[src/rtl/mmio_console_uart.sv]
// mmio_console_uart: memory-mapped console / exit responder.
// Console stores queue bytes in a TX FIFO that drains onto an 8N1 UART line.
// The status address reports FIFO state and line activity. A store to the exit
// address latches a sticky exit flag and the first exit code.
module mmio_console_uart #(
  parameter int          FIFO_DEPTH   = 16,
  parameter int          CLKS_PER_BIT = 868,
  parameter logic [31:0] CONSOLE_ADDR = 32'hFFFF0000,
  parameter logic [31:0] STATUS_ADDR  = 32'hFFFF0004,
  parameter logic [31:0] EXIT_ADDR    = 32'hABCD0000
) (
  input  logic        clk,
  input  logic        rst,
  input  logic        bus_valid,
  input  logic        bus_we,
  input  logic [31:0] bus_addr,
  input  logic [31:0] bus_wdata,
  output logic        bus_hit,
  output logic        bus_ready,
  output logic [31:0] bus_rdata,
  output logic        uart_tx,
  output logic        exit_valid,
  output logic [31:0] exit_code
);
  localparam int AW = $clog2(FIFO_DEPTH);
  localparam int CW = $clog2(FIFO_DEPTH + 1);
  localparam int BW = $clog2(CLKS_PER_BIT);
  localparam logic [BW-1:0] BAUD_RELOAD = BW'(CLKS_PER_BIT - 1);
  localparam logic [CW-1:0] DEPTH_C     = CW'(FIFO_DEPTH);

  typedef enum logic [1:0] {ST_IDLE, ST_START, ST_DATA, ST_STOP} state_t;

  state_t          state_q, state_d;
  logic [BW-1:0]   baud_q, baud_d;
  logic [2:0]      bit_cnt_q, bit_cnt_d;
  logic [7:0]      shift_q, shift_d;
  logic            tx_q, tx_d;
  logic [AW-1:0]   wr_ptr_q, wr_ptr_d, rd_ptr_q, rd_ptr_d;
  logic [CW-1:0]   count_q, count_d;
  logic            exit_valid_q, exit_valid_d;
  logic [31:0]     exit_code_q, exit_code_d;
  logic [7:0]      mem_q [FIFO_DEPTH];

  logic hit_console, hit_status, hit_exit;
  logic fifo_full, fifo_empty, tx_busy;
  logic push, pop, exit_wr;
  logic [31:0] status_word;

  // Address decode, handshake and load data; a push into a full FIFO stalls.
  always_comb begin
    hit_console = (bus_addr == CONSOLE_ADDR);
    hit_status  = (bus_addr == STATUS_ADDR);
    hit_exit    = (bus_addr == EXIT_ADDR);
    fifo_full   = (count_q == DEPTH_C);
    fifo_empty  = (count_q == '0);
    tx_busy     = (state_q != ST_IDLE);
    bus_hit     = hit_console | hit_status | hit_exit;
    bus_ready   = bus_hit && !(bus_we && hit_console && fifo_full);
    push        = bus_valid && bus_we && hit_console && !fifo_full;
    exit_wr     = bus_valid && bus_we && hit_exit;
    status_word = {16'h0000, 8'(count_q), 5'b00000, tx_busy, fifo_empty, fifo_full};
    bus_rdata   = 32'h0;
    if (bus_valid && !bus_we && bus_ready) begin
      if (hit_status)    bus_rdata = status_word;
      else if (hit_exit) bus_rdata = exit_code_q;
    end
  end

  // UART transmitter: pops a byte on leaving IDLE or at the end of STOP, so
  // back-to-back frames have no idle gap between them.
  always_comb begin
    state_d   = state_q;
    baud_d    = baud_q;
    bit_cnt_d = bit_cnt_q;
    shift_d   = shift_q;
    tx_d      = tx_q;
    pop       = 1'b0;
    case (state_q)
      ST_IDLE: begin
        tx_d = 1'b1;
        if (!fifo_empty) begin
          pop     = 1'b1;
          shift_d = mem_q[rd_ptr_q];
          state_d = ST_START;
          baud_d  = BAUD_RELOAD;
          tx_d    = 1'b0;
        end
      end
      ST_START: begin
        if (baud_q == '0) begin
          state_d   = ST_DATA;
          baud_d    = BAUD_RELOAD;
          bit_cnt_d = 3'd0;
          tx_d      = shift_q[0];
        end else begin
          baud_d = baud_q - 1'b1;
        end
      end
      ST_DATA: begin
        if (baud_q == '0) begin
          baud_d = BAUD_RELOAD;
          if (bit_cnt_q == 3'd7) begin
            state_d = ST_STOP;
            tx_d    = 1'b1;
          end else begin
            bit_cnt_d = bit_cnt_q + 1'b1;
            shift_d   = shift_q >> 1;
            tx_d      = shift_q[1];
          end
        end else begin
          baud_d = baud_q - 1'b1;
        end
      end
      ST_STOP: begin
        if (baud_q == '0) begin
          if (!fifo_empty) begin
            pop     = 1'b1;
            shift_d = mem_q[rd_ptr_q];
            state_d = ST_START;
            baud_d  = BAUD_RELOAD;
            tx_d    = 1'b0;
          end else begin
            state_d = ST_IDLE;
            tx_d    = 1'b1;
          end
        end else begin
          baud_d = baud_q - 1'b1;
        end
      end
      default: begin
        state_d = ST_IDLE;
        tx_d    = 1'b1;
      end
    endcase
  end

  // FIFO pointers/count and the sticky exit latch.
  always_comb begin
    wr_ptr_d     = push ? wr_ptr_q + AW'(1) : wr_ptr_q;
    rd_ptr_d     = pop  ? rd_ptr_q + AW'(1) : rd_ptr_q;
    count_d      = count_q;
    if (push && !pop)      count_d = count_q + 1'b1;
    else if (!push && pop) count_d = count_q - 1'b1;
    exit_valid_d = exit_valid_q;
    exit_code_d  = exit_code_q;
    if (exit_wr && !exit_valid_q) begin
      exit_valid_d = 1'b1;
      exit_code_d  = bus_wdata;
    end
  end

  // Control state with asynchronous reset; reset aborts any frame in flight.
  always_ff @(posedge clk or posedge rst) begin
    if (rst) begin
      state_q      <= ST_IDLE;
      baud_q       <= '0;
      bit_cnt_q    <= '0;
      tx_q         <= 1'b1;
      wr_ptr_q     <= '0;
      rd_ptr_q     <= '0;
      count_q      <= '0;
      exit_valid_q <= 1'b0;
      exit_code_q  <= 32'h0;
    end else begin
      state_q      <= state_d;
      baud_q       <= baud_d;
      bit_cnt_q    <= bit_cnt_d;
      tx_q         <= tx_d;
      wr_ptr_q     <= wr_ptr_d;
      rd_ptr_q     <= rd_ptr_d;
      count_q      <= count_d;
      exit_valid_q <= exit_valid_d;
      exit_code_q  <= exit_code_d;
    end
  end

  // Datapath storage: FIFO entries and the shift register need no reset.
  always_ff @(posedge clk) begin
    shift_q <= shift_d;
    if (push) mem_q[wr_ptr_q] <= bus_wdata[7:0];
  end

  assign uart_tx    = tx_q;
  assign exit_valid = exit_valid_q;
  assign exit_code  = exit_code_q;

endmodule

[config.mk]
export PLATFORM = sky130hd
export DESIGN_NAME = mmio_console_uart
export DESIGN_NICKNAME = d
export VERILOG_FILES = /design/src/rtl/mmio_console_uart.sv
export SDC_FILE = /design/constraint.sdc
export NUM_CORES = 1
export LEC_CHECK = 0
export CAP_MARGIN = 20
export CORE_ASPECT_RATIO = 1.4
export CORE_UTILIZATION = 40
export CTS_CLUSTER_SIZE = 14
export DETAILED_ROUTE_END_ITERATION = 16
export PLACE_DENSITY = 0.58
export SKIP_LAST_GASP = 1
export SLEW_MARGIN = 20
export SYNTH_ARGS = -nofsm -noshare
export SYNTH_HDL_FRONTEND = slang
export SYNTH_SLANG_ARGS = --single-unit
[constraint.sdc]
create_clock -name clk -period 3.9 [get_ports clk]
set_input_delay 0.78 -clock clk [delete_from_list [all_inputs] [get_ports clk]]
set_output_delay 0.78 -clock clk [all_outputs]
set_load 0.02 [all_outputs]
Word-level counts from Yosys, hierarchy flattened:

Memory sizes are Yosys's and may differ from the RTL's.
Index checks and enable logic that the tools add are counted.

* bits in registers: 70
* bits in latches: 0
* RAM bits: 128
* bits in read-only memories: 0
* input port bits: 68
* output and inout bits: 68
* word-level logic and storage cells: 99
* memories kept: 1

Memory list
* mem_q: words 16, width 8, rd ports 1, clocked after Yosys merged registers in 0, wr ports 1, RTL line 42 `logic [7:0] mem_q [FIFO_DEPTH];`

* add/sub/neg operators: 6
* multipliers: 0
* div/mod/pow operators: 0
* order comparisons: 0
* eq/ne operators: 14
* shift operators: 0
* muxes and demuxes: 36
* bitwise logic cells: 2
* reduce and logical (&&, ||, !) cells: 30

Operators with widths (number)
* $eq 32x32->1 const B: 3
* $mux 32: 3
* $mux 8: 4
* $mux 10: 3
* $pmux 10 s3: 1
* $pmux 8 s3: 1
* $logic_and 1x1->1: 12
* $ne 2x2->1 const B: 6
* $logic_not 10->1: 1
* $mux 1: 10
* $mux 2: 5
* $mux 5: 2
* $sub 10x1->10 const B: 1
* $mux 3: 3
* $add 4x1->4 const B: 2
* $pmux 2 s4: 1
* $reduce_and 4->1: 2
* $logic_not 1->1: 6
* $pmux 3 s2: 1
* $reduce_bool 2->1: 3
* $add 5x1->5 const B: 1
* $eq 5x5->1 const B: 1
* $logic_not 5->1: 1
* $reduce_and 5->1: 1
* 12 further kinds: 14

Logic depth before layout (Yosys ltp):

Gate-level depths: netlist of run 1.

* depth in word-level cells: 7
* mapped depth: 12
* gate-level depth less buffers: 12

Worst setup path before layout of run 1:

No wires, ideal clock.

* path kind: input -> output
* start: input bus_addr[12]
* end: output bus_rdata[2]
* arrival time: 2450 ps
* required time: 3120 ps
* slack: 670 ps
* stages on the path: 6
* buffers on the path: 2
* cells stage by stage: nand4b_1 -> nor4_2 -> clkbuf_1 -> buf_2 -> nand4b_1 -> a211oi_1

* longest elaborated chain between the ends: 7
* elaborated cells on any way between the ends: 13
* classes of those cells: 3 x eq/ne; 3 x mux; 2 x bitwise; 5 x reduce/logical

Ends and longest elaborated chain
* start, declared: RTL line 16 `input logic [31:0] bus_addr,`
* $eq 32x32->1: RTL line 51 `hit_console = (bus_addr == CONSOLE_ADDR);`
* $logic_and 1x1->1 (2 in series): RTL line 58 `bus_ready = bus_hit && !(bus_we && hit_console && fifo_full);`
* $logic_not 1->1: RTL line 58
* $logic_and 1x1->1: RTL line 58
* $logic_and 1x1->1: RTL line 63 `if (bus_valid && !bus_we && bus_ready) begin`
* $mux 32 (*): RTL line 63
* end, declared: RTL line 20 `output logic [31:0] bus_rdata,`

Mark *: on every way between the ends. The rest lies on a longest branch, timed or not.

Worst setup path in the final report of run 1:

* start: input bus_addr[22]
* end: output bus_rdata[22]

The elaborated chain is that of the path after synthesis.

==> impl_metrics.tcl, run 1 <==
set metrics [dict create \
    status "complete, no violations" \
    syn_inst 635 \
    ys_warn_count 0 \
    synth_edf_count 136 \
    ys_types 74 \
    avgSynthCellArea_um2 14.5 \
    grt_pass1_vias 6230 \
    area_delta_synth_final_pct 25.7 \
    cts_buffers 17 \
    hold_viol 0 \
    row_count 65 \
    hpwl_um 15800 \
    design_area_mm2 0.0116 \
    die_area_mm2 0.0236 \
    core_mm2 0.0225 \
    finClkSkew_ns 0.0103 \
    synth_top_area_share_pct 44.4 \
    crit_path_max_fanout 32 \
    fin_nets 863 \
    leakagePower_uw 0.00430 \
    slew_headroom_pct 34.7 \
    routed_via_density 5.52 \
    cts_sinks 198 \
    synthFlopType "edfxtp_1" \
    layout-drive-gt1-share_pct 17.4 \
    async_reset_ff_share_pct 31.3 \
    syn_area_mm2 0.00919 \
    synth_most_common_cell "edfxtp_1" \
    path_clk_slew_ns 0.07 \
    switching_share_pct 21.1 \
    placed_cell_area_mm2 0.0109 \
    pwr-share-seq_pct 55.0 \
    grt_pass1_wl_um 35500 \
    clock_latency_ns 0.44 \
    n_fill_cell 1895 \
    fin_crit_sh_pct 96.6 \
    drc 0 \
    max_slew.worst_pin.slew_ns 0.980 \
    critPathMostFrequentCell "clkdlybuf4s50_1" \
    wire_per_inst_um 20.6 \
    endpoint_kind "output port" \
    vias 6020 \
    clock_path_buffers 2 \
    synthTopCellsByCount "edfxtp_1, dfrtp_1, inv_1" \
    pwr_density_cell_mw_per_mm2 353 \
    worstPathArrival_ns 2.99 \
    crit_required_ns 3.12 \
    diodes 0 \
    netlist_top_cells_area "edfxtp_1, dfrtp_1, mux4_2" \
    place_congestion 0.848 \
    yosys.area.top_type "edfxtp_1" \
    finalNonFillerCells 1090 \
    clockRootBuffer "clkbuf_16" \
    p_clk_share_pct 42.1 \
    pin_count 136 \
    slowest_delay_ns 0.64 \
    post_cts_buffers 0 \
    antenna_left 0 \
    drt_iter0_markers 369 \
    drv_slew 0 \
    power_switching_uw 860 \
    cp-start-kind "input pin" \
    fmax_mhz 266 \
    tritoncts "built" \
    portBuffers 135 \
    antenna_found_initial 0 \
    dp.cells 1058 \
    yosysSeqAreaShare_pct 61.3 \
    path_cells "clkdlybuf4s50_1 -> nor4bb_1 -> and4_1 -> nand4b_1 -> buf_12 -> nor3_1 -> clkdlybuf4s50_1" \
    cts.htree.levels 4 \
    vdd_drop_max_mv 0.293 \
    gr-total-overflow 0 \
    criticalPathCategory "in2out" \
    cts_hold_buf 0 \
    synth-seq-cells 198 \
    routed_wl_um 22500 \
    rsz0062_at_grt "true" \
    intPower_uw 3220 \
    cp_slowest_cell "clkdlybuf4s50_1" \
    initial_core_util_pct 40.8 \
    fin_crit_ns 3.77 \
    first_pass_iters 5 \
    fin_hold_ws_ns 0.515 \
    die_h_um 181 \
    synth_fp_nets 722 \
    maxCapViolCount 0 \
    combPwrFrac_pct 2.9 \
    grt_max_degree 33 \
    cp_num_buf_inv 3 \
    crit_family "buffers and inverters" \
    finalSetupViolCount 0 \
    track_usage_pct 20.3 \
    hp-class "reg2reg" \
    fp.dieW_um 130 \
]
==> worst reg2reg max path, stage by stage, from the launching register on <==
cell and delay, ns:
dfrtp_1 0.43, inv_1 0.07, ha_1 0.24, nor4b_2 0.17, buf_4 0.17, a41oi_1 0.30, nand2b_1 0.23, ha_1 0.19
inv_1 0.11, fa_1 0.42, a21o_1 0.18, a21oi_1 0.17, mux2i_1 0.23, xnor2_1 0.14
==> cell type report <==
class	count	area [um^2]	share of cell area [%]
clock buffer	21	450	3.90
timing repair buffer	157	1570	13.5
multi-input combinational	361	3250	28.1
tap	301	377	3.26
inverter	41	154	1.33
sequential	198	5640	48.8
clock inverter	11	119	1.03
==> flip-flops by register name (all words and copies together), names as in the netlist <==
signal / flops
count_q: 5
uart_tx: 1
exit_code: 32
baud_q: 10
state_q: 2
rd_ptr_q: 4
mem_q: 128
shift_q: 8
bit_cnt_q: 3
wr_ptr_q: 4
exit_valid: 1
==> per-stage QoR <==
| step | setup WS [ns] | total power, uW | setup TNS (ns) | util (%) |
|---|---|---|---|---|
| finish | 0.134 | 4080 | 0 | 51.3 |
| global route | -0.0263 | 4200 | -0.0263 | 51.3 |
| CTS | 0.00890 | 4110 | 0 | 51.1 |
| detailed placement | -0.00895 | 2410 | -0.00895 | 48.6 |
| global placement | 0.0481 | 2410 | 0 | 48.6 |
| floorplan | 0.670 | 2310 | 0 | - |
==> metal layers <==
metal | part of all wire (%) | track usage (%)
met1 | 41 | 25.5
met2 | 53 | 34.9
met3 | 5.0 | 4.32
met4 | 1.0 | 5.49
met5 | 0 | 0
==> power groups by stage <==
stage               Combinational (uW)  Sequential, uW  Clock (uW)
global placement                   115            2290           0
floorplan                         16.4            2290           0
finish                             117            2250        1720
global route                       128            2250        1830
detailed placement                 119            2290           0
CTS                                119            2250        1750
==> cells in the final DEF (no fill, tap or decap), drive strengths merged, types with 6 or more instances in the layout <==
cell,synthesis,routed
and4b,9,9
a21o,6,6
clkdlybuf4s50,0,121
clkbuf,17,21
nand2b,8,8
a21oi,12,12
nor4,11,11
mux2,38,38
xnor2,7,7
clkinv,1,6
edfxtp,136,136
mux2i,21,21
nor3,29,29
ha,18,18
mux4,24,24
nor2,19,19
dfrtp,61,61
nand4,22,22
nand2,20,20
a211oi,12,12
o21ai,8,8
dlymetal6s2s,0,11
a22oi,10,10
buf,18,22
inv,40,43
==> path summary, 6_finish.rpt <==
check / start / end / slack [ns] / cells past startpoint
min in group asynchronous: rst / exit_code[10]$_DFFE_PP0P_ / 0.71 / 2
max: bus_addr[22] / bus_rdata[22] / 0.13 / 7
max reg2reg: baud_q[0]$_DFF_PP0_ / count_q[4]$_DFFE_PP0P_ / 0.78 / 13
max in group asynchronous: rst / uart_tx$_DFFE_PP1P_ / 2.41 / 3
min: bit_cnt_q[1]$_DFFE_PP0P_ / bit_cnt_q[1]$_DFFE_PP0P_ / 0.51 / 1
min reg2reg: bit_cnt_q[1]$_DFFE_PP0P_ / bit_cnt_q[1]$_DFFE_PP0P_ / 0.51 / 1
==> repair_timing <==
item	4_1_cts	5_1_grt
endpoints found under the setup margin	3	30
pin swaps	0	0
resized for setup	3	13
gates cloned	0	0
==> logic make-up after synthesis <==
kind of cell | Yosys count | synth area share [%]
flops | 198 | 61.3
simple gates | 159 | 11.1
compound gates | 89 | 7.38
mux | 83 | 12.9
buf+inv | 76 | 3.51
fa+ha+maj | 19 | 2.67
xor+xnor | 11 | 1.05
(Power assumes the default switching activity.)
==> inputs of run 2 (changes only) <==
--- a/config.mk
+++ b/config.mk
@@ -11,6 +11,7 @@
 export CTS_CLUSTER_SIZE = 14
 export DETAILED_ROUTE_END_ITERATION = 16
 export PLACE_DENSITY = 0.58
+export SKIP_CTS_REPAIR_TIMING = 1
 export SKIP_LAST_GASP = 1
 export SLEW_MARGIN = 20
 export SYNTH_ARGS = -nofsm -noshare
==> impl_metrics.tcl, run 2 (synthesis gave the netlist of run 1 again) <==
set metrics [dict create \
    status "complete, no violations" \
    grt_pass1_vias 6230 \
    endpoint_kind "output port" \
    pwr-share-seq_pct 55.0 \
    switching_share_pct 21.0 \
    core_mm2 0.0225 \
    rsz0062_at_grt "false" \
    routed_wl_um 22400 \
    cts_sinks 198 \
    regArea_mm2 0.00564 \
    diodes 0 \
    vias 6035 \
    leakagePower_uw 0.00436 \
    fin_crit_ns 3.75 \
    grt_pass1_wl_um 35500 \
    use_met3_pct 4.32 \
    track_usage_pct 20.3 \
    worstPathArrival_ns 2.97 \
    drt_iter0_markers 357 \
    gr-total-overflow 0 \
    pin_count 136 \
    drv_slew 0 \
    pwr_density_cell_mw_per_mm2 353 \
    vdd_drop_max_mv 0.292 \
    layout-drive-gt1-share_pct 17.4 \
    fin_nets 863 \
    place_congestion 0.848 \
    row_count 65 \
    setup_ws_ns 0.148 \
    portBuffers 135 \
    hp-class "reg2reg" \
    grtUsageMet2_pct 34.9 \
    final_common_cell "edfxtp_1" \
    power_switching_uw 859 \
    dp.cells 1058 \
    cts.htree.levels 4 \
    routed_via_density 5.54 \
    clock_latency_ns 0.44 \
    fin_crit_sh_pct 96.2 \
    design_area_mm2 0.0116 \
    multi_input_area_mm2 0.00325 \
    globalRouteMet1Util_pct 25.5 \
    placed_cell_area_mm2 0.0109 \
    crit_required_ns 3.12 \
    path_clk_slew_ns 0.07 \
    max_slew.worst_pin.slew_ns 0.971 \
    combPwrFrac_pct 2.9 \
    busiest_layer "met2" \
    maxCapViolCount 0 \
    clock_path_buffers 2 \
    fp.dieW_um 130 \
    finClkSkew_ns 0.00959 \
    initial_core_util_pct 40.8 \
    intPower_uw 3220 \
    area_delta_synth_final_pct 25.9 \
    die_area_mm2 0.0236 \
    fmax_mhz 266 \
    p_clk_share_pct 42.1 \
    first_pass_iters 4 \
    n_fill_cell 1894 \
    finalNonFillerCells 1090 \
    largest_reg_flops 128 \
    wire_per_inst_um 20.5 \
    antenna_left 0 \
    cp-start-kind "input pin" \
    finalSetupViolCount 0 \
    crit_path_max_fanout 32 \
    die_h_um 181 \
    hpwl_um 15800 \
    clockRootBuffer "clkbuf_16" \
    final_cell_mix "edfxtp_1, clkdlybuf4s50_1, dfrtp_1, inv_1, mux2_2" \
    slew_headroom_pct 35.3 \
    drc 0 \
    largest-register "mem_q" \
    criticalPathCategory "in2out" \
    tritoncts "built" \
    cts_buffers 17 \
    antenna_found_initial 0 \
    hold_viol 0 \
    pre_cts_ws_ns -0.00895 \
    grt_max_degree 33 \
]
-- run 2: cell types whose count changed in the layout (fill, tap and decap cells not counted) --
| cell | delta |
|---|---|
| dlygate4sd2_1 | -3 |
| clkdlybuf4s50_1 | -1 |
| dlymetal6s2s_1 | +4 |
-- run 2: critical path, stage by stage --
cell and delay [ns]:
clkdlybuf4s50_1 0.47, nor4bb_1 0.27, and4_1 0.27, nand4b_1 0.18, buf_12 0.22, nor3_1 0.14
clkdlybuf4s50_1 0.63
-- run 2: through the flow --
stage               hold WS, ns  power, uW  setup TNS [ns]  util (%)
global placement          0.493       2410               0      48.6
detailed placement        0.492       2410        -0.00895      48.6
finish                    0.515       4080               0      51.3
CTS                       0.519       4110         -0.0396      51.1
floorplan                 0.477       2310               0         -
global route              0.556       4200               0      51.3
-- run 2: path summary, 6_finish.rpt --
check | to | from | cells after the start | slack, ns
max | bus_rdata[3] | bus_addr[22] | 7 | 0.15
min | bit_cnt_q[1]$_DFFE_PP0P_ | bit_cnt_q[1]$_DFFE_PP0P_ | 1 | 0.51
max reg2reg | count_q[4]$_DFFE_PP0P_ | baud_q[0]$_DFF_PP0_ | 13 | 0.79
min reg2reg | bit_cnt_q[1]$_DFFE_PP0P_ | bit_cnt_q[1]$_DFFE_PP0P_ | 1 | 0.51
max in group asynchronous | uart_tx$_DFFE_PP1P_ | rst | 3 | 2.41
min in group asynchronous | exit_code[10]$_DFFE_PP0P_ | rst | 2 | 0.71
-- run 2: power by group through the flow --
stage	combinational [uW]	sequential, uW	clock, uW
CTS	119	2250	1750
detailed placement	119	2290	0
finish	117	2250	1720
global placement	115	2290	0
global route	128	2250	1830
floorplan	16.4	2290	0
-- run 2: routing by layer --
layer | wire length (um) | part of all wire (%)
met1 | 9080 | 41
met5 | 0 | 0
met4 | 237 | 1.1
met2 | 11900 | 53
met3 | 1200 | 5.4
-- run 2: area by class of cell --
type,instances,area share [%]
well taps,301,3.26
flip-flops and latches,198,48.7
inverters,41,1.33
repair buffers,157,13.7
multi-input cells,361,28.1
clock buffers,21,3.89
clock inverters,11,1.03
==> inputs of run 3 (changes only) <==
--- a/config.mk
+++ b/config.mk
@@ -10,7 +10,7 @@
 export CORE_UTILIZATION = 40
 export CTS_CLUSTER_SIZE = 14
 export DETAILED_ROUTE_END_ITERATION = 16
-export PLACE_DENSITY = 0.58
+export PLACE_DENSITY = 0.68
 export SKIP_CTS_REPAIR_TIMING = 1
 export SKIP_LAST_GASP = 1
 export SLEW_MARGIN = 20
==> impl_metrics.tcl, run 3 (synthesis gave the netlist of run 1 again) <==
set metrics [dict create \
    status "complete, no violations" \
    fin_nets 862 \
    pwr-share-seq_pct 54.2 \
    die_area_mm2 0.0236 \
    die_h_um 181 \
    regArea_mm2 0.00564 \
    final_util_pct 51.6 \
    layout-drive-gt1-share_pct 17.8 \
    cts_buffers 17 \
    antenna_found_initial 0 \
    routed_via_density 5.50 \
    drc 0 \
    clock_path_buffers 2 \
    maxCapViolCount 0 \
    max_slew.worst_pin.slew_ns 0.952 \
    multi_input_area_mm2 0.00326 \
    design_area_mm2 0.0116 \
    crit_required_ns 3.12 \
    hp-class "reg2reg" \
    crit_path_max_fanout 22 \
    finClkSkew_ns 0.0101 \
    fmax_mhz 262 \
    diodes 0 \
    criticalPathCategory "in2out" \
    finalSetupViolCount 0 \
    drt_iter0_markers 207 \
    grt_pass1_vias 6186 \
    antenna_left 0 \
    first_pass_iters 4 \
    clock_latency_ns 0.44 \
    wire_per_inst_um 19.7 \
    hold_viol 0 \
    portBuffers 135 \
    slew_headroom_pct 36.5 \
    switching_share_pct 20.9 \
    largest_reg_flops 128 \
    initial_core_util_pct 40.8 \
    pre_cts_ws_ns -0.0755 \
    leakagePower_uw 0.00447 \
    p_clk_share_pct 43.0 \
    pwr_density_cell_mw_per_mm2 357 \
    grt_pass1_wl_um 33700 \
    placed_cell_area_mm2 0.0110 \
    fp.dieW_um 130 \
    worstPathArrival_ns 3.04 \
    pin_count 136 \
    place_congestion 0.827 \
    fin_crit_ns 3.82 \
    routed_wl_um 21400 \
    vdd_drop_max_mv 0.265 \
    gr-total-overflow 0 \
    combPwrFrac_pct 2.9 \
    cp-start-kind "input pin" \
    clockRootBuffer "clkbuf_16" \
    power_switching_uw 868 \
    endpoint_kind "output port" \
    cts_sinks 198 \
    drv_slew 0 \
    tritoncts "built" \
    largest-register "mem_q" \
    intPower_uw 3280 \
    row_count 65 \
    fin_hold_ws_ns 0.520 \
    core_mm2 0.0225 \
    vias 5986 \
    setup_ws_ns 0.0782 \
    hpwl_um 15100 \
    grt_max_degree 33 \
    fin_crit_sh_pct 98.0 \
    cts.htree.levels 4 \
    finalPower_uw 4150 \
    final_common_cell "edfxtp_1" \
    track_usage_pct 19.2 \
    n_fill_cell 1896 \
    path_clk_slew_ns 0.07 \
    area_delta_synth_final_pct 26.5 \
    final_cell_mix "edfxtp_1, clkdlybuf4s50_1, dfrtp_1, inv_1, mux2_2" \
]
==> run 3: cell count changes in the layout (fill, tap and decap cells not counted), moves of 2 or more <==
cell             previous run  this run
dlymetal6s2s_1             15        20
inv_6                       1         3
clkdlybuf4s50_1           120       115
buf_4                      20        17
==> run 3: path summary, 6_finish.rpt <==
| path | from | end | slack (ns) | cells after the start |
|---|---|---|---|---|
| min in group asynchronous | rst | exit_code[20]$_DFFE_PP0P_ | 0.77 | 2 |
| setup reg to reg | baud_q[0]$_DFF_PP0_ | count_q[4]$_DFFE_PP0P_ | 0.79 | 13 |
| hold reg to reg | bit_cnt_q[1]$_DFFE_PP0P_ | bit_cnt_q[1]$_DFFE_PP0P_ | 0.52 | 1 |
| max in group asynchronous | rst | exit_valid$_DFFE_PP0P_ | 2.39 | 3 |
| setup / recovery | bus_addr[23] | bus_rdata[15] | 0.08 | 7 |
| hold / removal | bit_cnt_q[1]$_DFFE_PP0P_ | bit_cnt_q[1]$_DFFE_PP0P_ | 0.52 | 1 |
==> run 3: power groups by stage <==
stage / Sequential [uW] / Combinational, uW / Clock (uW)
after global placement: 2290 / 119 / 0
final: 2250 / 119 / 1780
after global routing: 2250 / 128 / 1880
after detailed placement: 2290 / 120 / 0
after floorplan: 2290 / 16.4 / 0
after CTS: 2250 / 120 / 1810
==> run 3: critical path: stages <==
cell             delay, ns
clkdlybuf4s50_1       0.50
nand4b_1              0.19
nor4_4                0.34
nand4b_1              0.17
buf_4                 0.24
nor3_1                0.17
clkdlybuf4s50_1       0.64
==> run 3: routing by layer <==
layer	wire (um)	track usage [%]	vias up	part of all wire [%]
li1	-	-	2763	-
met1	8540	22.6	3010	40
met2	11400	33.9	186	53
met3	944	3.76	27	4.4
met4	552	7.67	0	2.6
met5	0	0	-	0
==> run 3: final cells by class <==
cell class,instances,share of cell area (%)
clock buffer,19,3.73
timing repair buffer,156,13.8
sequential,198,48.5
multi-input combinational,361,28.0
tap,301,3.24
clock inverter,13,1.40
inverter,41,1.32
==> run 3: per-stage QoR <==
step | instances | TNS, ns
3_3_place_gp | 1057 | -0.279
3_5_place_dp | 1057 | -0.303
4_1_cts | 1089 | -0.374
5_1_grt | 1089 | -0.0423
2_1_floorplan | 635 | 0
6_report | 1089 | 0
